### src/rtl/uart_baud_pkg.sv
// Shared baud-rate definitions: rate codes, the 8-entry baud table and the
// round-to-nearest oversample divisor calculation.
package uart_baud_pkg;

  typedef logic [2:0] rate_t;

  localparam rate_t BAUD_1200   = 3'd0;
  localparam rate_t BAUD_2400   = 3'd1;
  localparam rate_t BAUD_4800   = 3'd2;
  localparam rate_t BAUD_9600   = 3'd3;
  localparam rate_t BAUD_19200  = 3'd4;
  localparam rate_t BAUD_38400  = 3'd5;
  localparam rate_t BAUD_57600  = 3'd6;
  localparam rate_t BAUD_115200 = 3'd7;

  localparam int unsigned BAUD_TABLE [8] = '{
    1200, 2400, 4800, 9600, 19200, 38400, 57600, 115200
  };

  // Evaluated at elaboration only; 64-bit so large clock rates cannot wrap.
  function automatic longint unsigned div_calc(input int unsigned clk_hz,
                                               input int unsigned baud,
                                               input int unsigned os);
    longint unsigned den;
    den = longint'(baud) * longint'(os);
    return (longint'(clk_hz) + den / 2) / den;
  endfunction

endpackage

### src/rtl/baud_tick_gen.sv
// Oversample/baud strobe generator; all outputs registered, strobes one cycle after terminal count.
// No backpressure: strobes are fire-and-forget, rate changes wait for the next baud boundary.
module baud_tick_gen
  import uart_baud_pkg::*;
#(
  parameter int unsigned CLK_FREQ_HZ = 50_000_000,
  parameter int unsigned OVERSAMPLE  = 16,
  parameter int unsigned DIV_W       = 16
) (
  input  logic  clk,
  input  logic  rst,
  input  logic  enable,
  input  rate_t bd_rate,
  input  logic  restart,
  output logic  tick_os,
  output logic  tick_tx,
  output logic  clk_out,
  output rate_t rate_cur,
  output logic  rate_pend
);

  localparam int unsigned    OS_W    = $clog2(OVERSAMPLE);
  localparam logic [OS_W-1:0] OS_LAST = OS_W'(OVERSAMPLE - 1);
  localparam logic [OS_W-1:0] OS_HALF = OS_W'(OVERSAMPLE / 2 - 1);

  if (OVERSAMPLE < 4 || (OVERSAMPLE % 2) != 0) begin : g_bad_os
    $error("baud_tick_gen: OVERSAMPLE must be even and at least 4");
  end

  logic [DIV_W-1:0] div_rom [8];

  for (genvar g = 0; g < 8; g++) begin : g_rom
    localparam longint unsigned D = div_calc(CLK_FREQ_HZ, BAUD_TABLE[g], OVERSAMPLE);
    if (D < 2 || D >= (64'd1 << DIV_W)) begin : g_bad_div
      $error("baud_tick_gen: divisor out of range for DIV_W");
    end
    assign div_rom[g] = DIV_W'(D);
  end

  logic [DIV_W-1:0] div_cnt;
  logic [DIV_W-1:0] div_last;
  logic [OS_W-1:0]  os_cnt;
  logic             os_hit;
  logic             tx_hit;

  assign div_last = div_rom[rate_cur] - DIV_W'(1);
  // restart masks the terminal count so a realignment never emits a stray strobe
  assign os_hit   = enable && !restart && (div_cnt == div_last);
  assign tx_hit   = os_hit && (os_cnt == OS_LAST);

  always_ff @(posedge clk) begin
    if (!rst || !enable) begin
      div_cnt   <= '0;
      os_cnt    <= '0;
      tick_os   <= 1'b0;
      tick_tx   <= 1'b0;
      clk_out   <= 1'b1;
      rate_cur  <= bd_rate;
      rate_pend <= 1'b0;
    end else begin
      tick_os   <= os_hit;
      tick_tx   <= tx_hit;
      rate_pend <= !tx_hit && (bd_rate != rate_cur);
      if (restart) begin
        div_cnt <= '0;
        os_cnt  <= '0;
        clk_out <= 1'b1;
      end else if (os_hit) begin
        div_cnt <= '0;
        if (tx_hit) begin
          os_cnt   <= '0;
          clk_out  <= 1'b1;
          rate_cur <= bd_rate;
        end else begin
          os_cnt <= os_cnt + OS_W'(1);
          if (os_cnt == OS_HALF) begin
            clk_out <= 1'b0;
          end
        end
      end else begin
        div_cnt <= div_cnt + DIV_W'(1);
      end
    end
  end

endmodule

### config.mk
export PLATFORM = sky130hd
export DESIGN_NAME = baud_tick_gen
export DESIGN_NICKNAME = d
export VERILOG_FILES = /design/src/rtl/uart_baud_pkg.sv /design/src/rtl/baud_tick_gen.sv
export SDC_FILE = /design/constraint.sdc
export NUM_CORES = 1
export LEC_CHECK = 0
export ABC_AREA = 1
export BUFFER_PORTS_ARGS = -buffer_cell sky130_fd_sc_hd__buf_4
export CAP_MARGIN = 20
export CORE_MARGIN = 10
export CORE_UTILIZATION = 59
export DETAILED_ROUTE_END_ITERATION = 8
export PLACE_DENSITY = 0.84
export SLEW_MARGIN = 15
export SYNTH_ARGS = -nofsm -noshare
export SYNTH_HDL_FRONTEND = slang
export SYNTH_SLANG_ARGS = --single-unit
### constraint.sdc
create_clock -name clk -period 2.5 [get_ports clk]
set_input_delay 0.5 -clock clk [delete_from_list [all_inputs] [get_ports clk]]
set_output_delay 0.5 -clock clk [all_outputs]
set_load 0.05 [all_outputs]
==> results.yml <==
timing:
  skew_ns: 0.0121
  relSlewSlack: 0.796
  tightest_slew_ns: 0.306
  slew_viol_final: 0
  rsz0062_at_grt: "true"
  setup_tns_ns: -0.388
  clock.fmax_mhz: 385
  holdWs_ns: 0.343
  fin_ws_ns: -0.0980
  setup_viol: 5
  min_period_over_period: 1.04
  min_period_ns: 2.60
  hold_viol_final: 0
logic_synthesis:
  synth_compound_area_frac: 0.0676
  synthFlopType: "dfxtp_1"
  synth_seq_cells: 27
  synth.distinct_cells: 27
  yosys_warnings: 0
  avgSynthCellArea_sq_um: 6.95
  async_flop_share: 0
  synth_area_sq_um: 1780
  synth_edf_count: 3
  synth-xor-area-share: 0.0542
  syn-num-nets: 266
  synth_cells: 256
  synth_simple_gate_area_frac: 0.451
  synthAdderAreaFrac: 0.0211
  synth.area.mux_share: 0
  seq_area_frac_synth: 0.321
  synth_top_family_by_area: "simple AND/OR/NAND/NOR gates"
layout:
  mostFrequentLayoutCell: "nand2_1"
  nets: 298
  post-route-util: 0.746
  nFillCells: 215
  area_growth_pct: 18.7
  layout-drive-gt1-share: 0.258
  mostFrequentLayoutCells: "57 x nand2_1, 37 x nor2_1, 29 x buf_4"
  design_area_sq_um: 2110
  antenna_cells: 0
route:
  top_layer_used: "met4"
  wl_met1_mm: 1.96
  post-route-drc-count: 0
  vias: 1849
  wl_met2_mm: 2.11
  wl_met3_um: 341
  wl_mm: 4.55
  postRouteAntennaNets: 0
  drtIter0Drc: 198
  viasPerCell: 5.81
  wl_per_cell_um: 14.3
  dr.pass1.iters: 7
critical_path:
  path_class: "reg2reg"
  crit_fanout: 5
  cp.arrival_ns: 2.66
  reg2reg_depth: 15
  crit_buf_inv: 2
  cp_cell_sequence: "inv_2, nand2_2, nand2_2, nand2_2, ha_4, inv_2, nand2_2, nand2_2, nor2_2, nand3_1, nor2_1, nand3_1, nor2_2, nand2_2, o21bai_4"
  path_depth: 15
  cpPeakStageDelay_ns: 0.48
  crit_slowest_cell: "edfxtp_1"
  cpMostUsedCell: "nand2_2"
  crit_family: "simple AND/OR/NAND/NOR gates"
  critPathLaunchType: "register"
  crit_path_end_kind: "register"
  worst_ep_required_time_ns: 2.57
floorplan:
  io_pins: 14
  rows: 19
  die-area_sq_um: 5610
  die_w_um: 74.9
  core_area_sq_um: 2830
  initial_core_util: 0.628
  die_y_um: 74.9
clock_network:
  cts_sinks: 27
  path_clk_slew_ns: 0.15
  ctsRootBufferMaster: "clkbuf_4"
  worstSkewPairLatency_ns: 0.34
  cts_inserted_buffers: 3
  h-tree-depth: 1
  clockBufferDepth: 2
  tritoncts: "done"
placement:
  place_congestion: 0.920
  placed_area_sq_um: 1930
  dp_hpwl_mm: 3.06
  port_buffers: 13
global_route:
  grt_max_degree: 17
  grt_pass1_vias: 1486
  grt_first_pass_wirelength_mm: 6.45
  grt-ovfl-total: 0
  grt_use_total: 0.141
  antenna_found_initial: 0
pwr:
  power.density_nw_per_um2: 449
  ir_drop_mv: 0.258
  p_total_mw: 0.949
  p_leak_nw: 0.935
min_path:
  hold_path.class: "in2reg"
  hold_path_depth: 1
run_status:
  outcome: "finished with violations"
  violations: "negative setup slack"
run:
  drv_cap: 0
## path summary, 6_finish.rpt
path	startpoint	slack, ns	end
max	rate_cur[0]	-0.1	rate_cur[0]
min	bd_rate[1]	0.34	rate_cur[1]
max reg2reg	rate_cur[0]	-0.1	rate_cur[0]
min reg2reg	clk_out	0.48	clk_out
## repair_timing
item                       in CTS  in global routing
buffers inserted                0                 10
gates resized for setup         0                 18
setup endpoints to repair       0                 24
hold buffers                    0                  0
## cell usage after synthesis, types with 2 or more instances
library cell  instances  area (sq um)
a21oi_1               6          30.0
nor3_1                8          40.0
nand2_2              11          68.8
o21bai_2              2          22.5
nor3b_1               2          15.0
nand4_1              13          81.3
nand2_1              64           240
nand2_4               3          33.8
buf_6                 4          45.0
edfxtp_1              3          90.1
dfxtp_1              24           480
ha_1                  3          37.5
a21oi_2               3          26.3
o21ai_0               5          25.0
nor2_1               39           146
o21ai_1               2          10.0
nand3_1              18          90.1
nor3_4                2          32.5
inv_4                 2          12.5
xor2_1               11          96.3
inv_1                25          93.8
## state kept, by name, indices dropped and copies added (netlist names)
name       cells
rate_cur       3
os_cnt         4
div_cnt       16
rate_pend      1
tick_tx        1
clk_out        1
tick_os        1
## cell type report
type	count	area, sq um	share of cell area
tap	31	38.8	0.0184
multi-input combinational	198	1120	0.531
sequential	27	571	0.270
inverter	27	106	0.0504
timing repair buffer	31	249	0.118
clock buffer	4	26.3	0.0124
## routing by layer
metal	track usage	up-vias
li1	-	893
met1	0.186	831
met2	0.227	102
met3	0.0210	23
met4	0.0546	0
met5	0	-
## cell families after synthesis
logic type | Yosys count
fa+ha+maj | 3
flops | 27
buf+inv | 31
xor+xnor | 11
simple gates | 165
compound gates | 19
## power by group
| group | internal, mW | leakage, nW | total, mW | switching [mW] |
|---|---|---|---|---|
| logic | 0.114 | 0.696 | 0.298 | 0.185 |
| clock network | 0.0627 | 0.0150 | 0.197 | 0.134 |
| registers | 0.445 | 0.224 | 0.453 | 0.00821 |
## per-stage QoR
| stage | std cells | setup slack (ns) |
|---|---|---|
| after floorplan | 256 | -0.0493 |
| after detailed placement | 304 | 0.0243 |
| after global placement | 304 | 0.139 |
| after global routing | 318 | -0.220 |
| after CTS | 308 | 0.0178 |
| final | 318 | -0.0980 |
(Power assumes the default switching activity.)
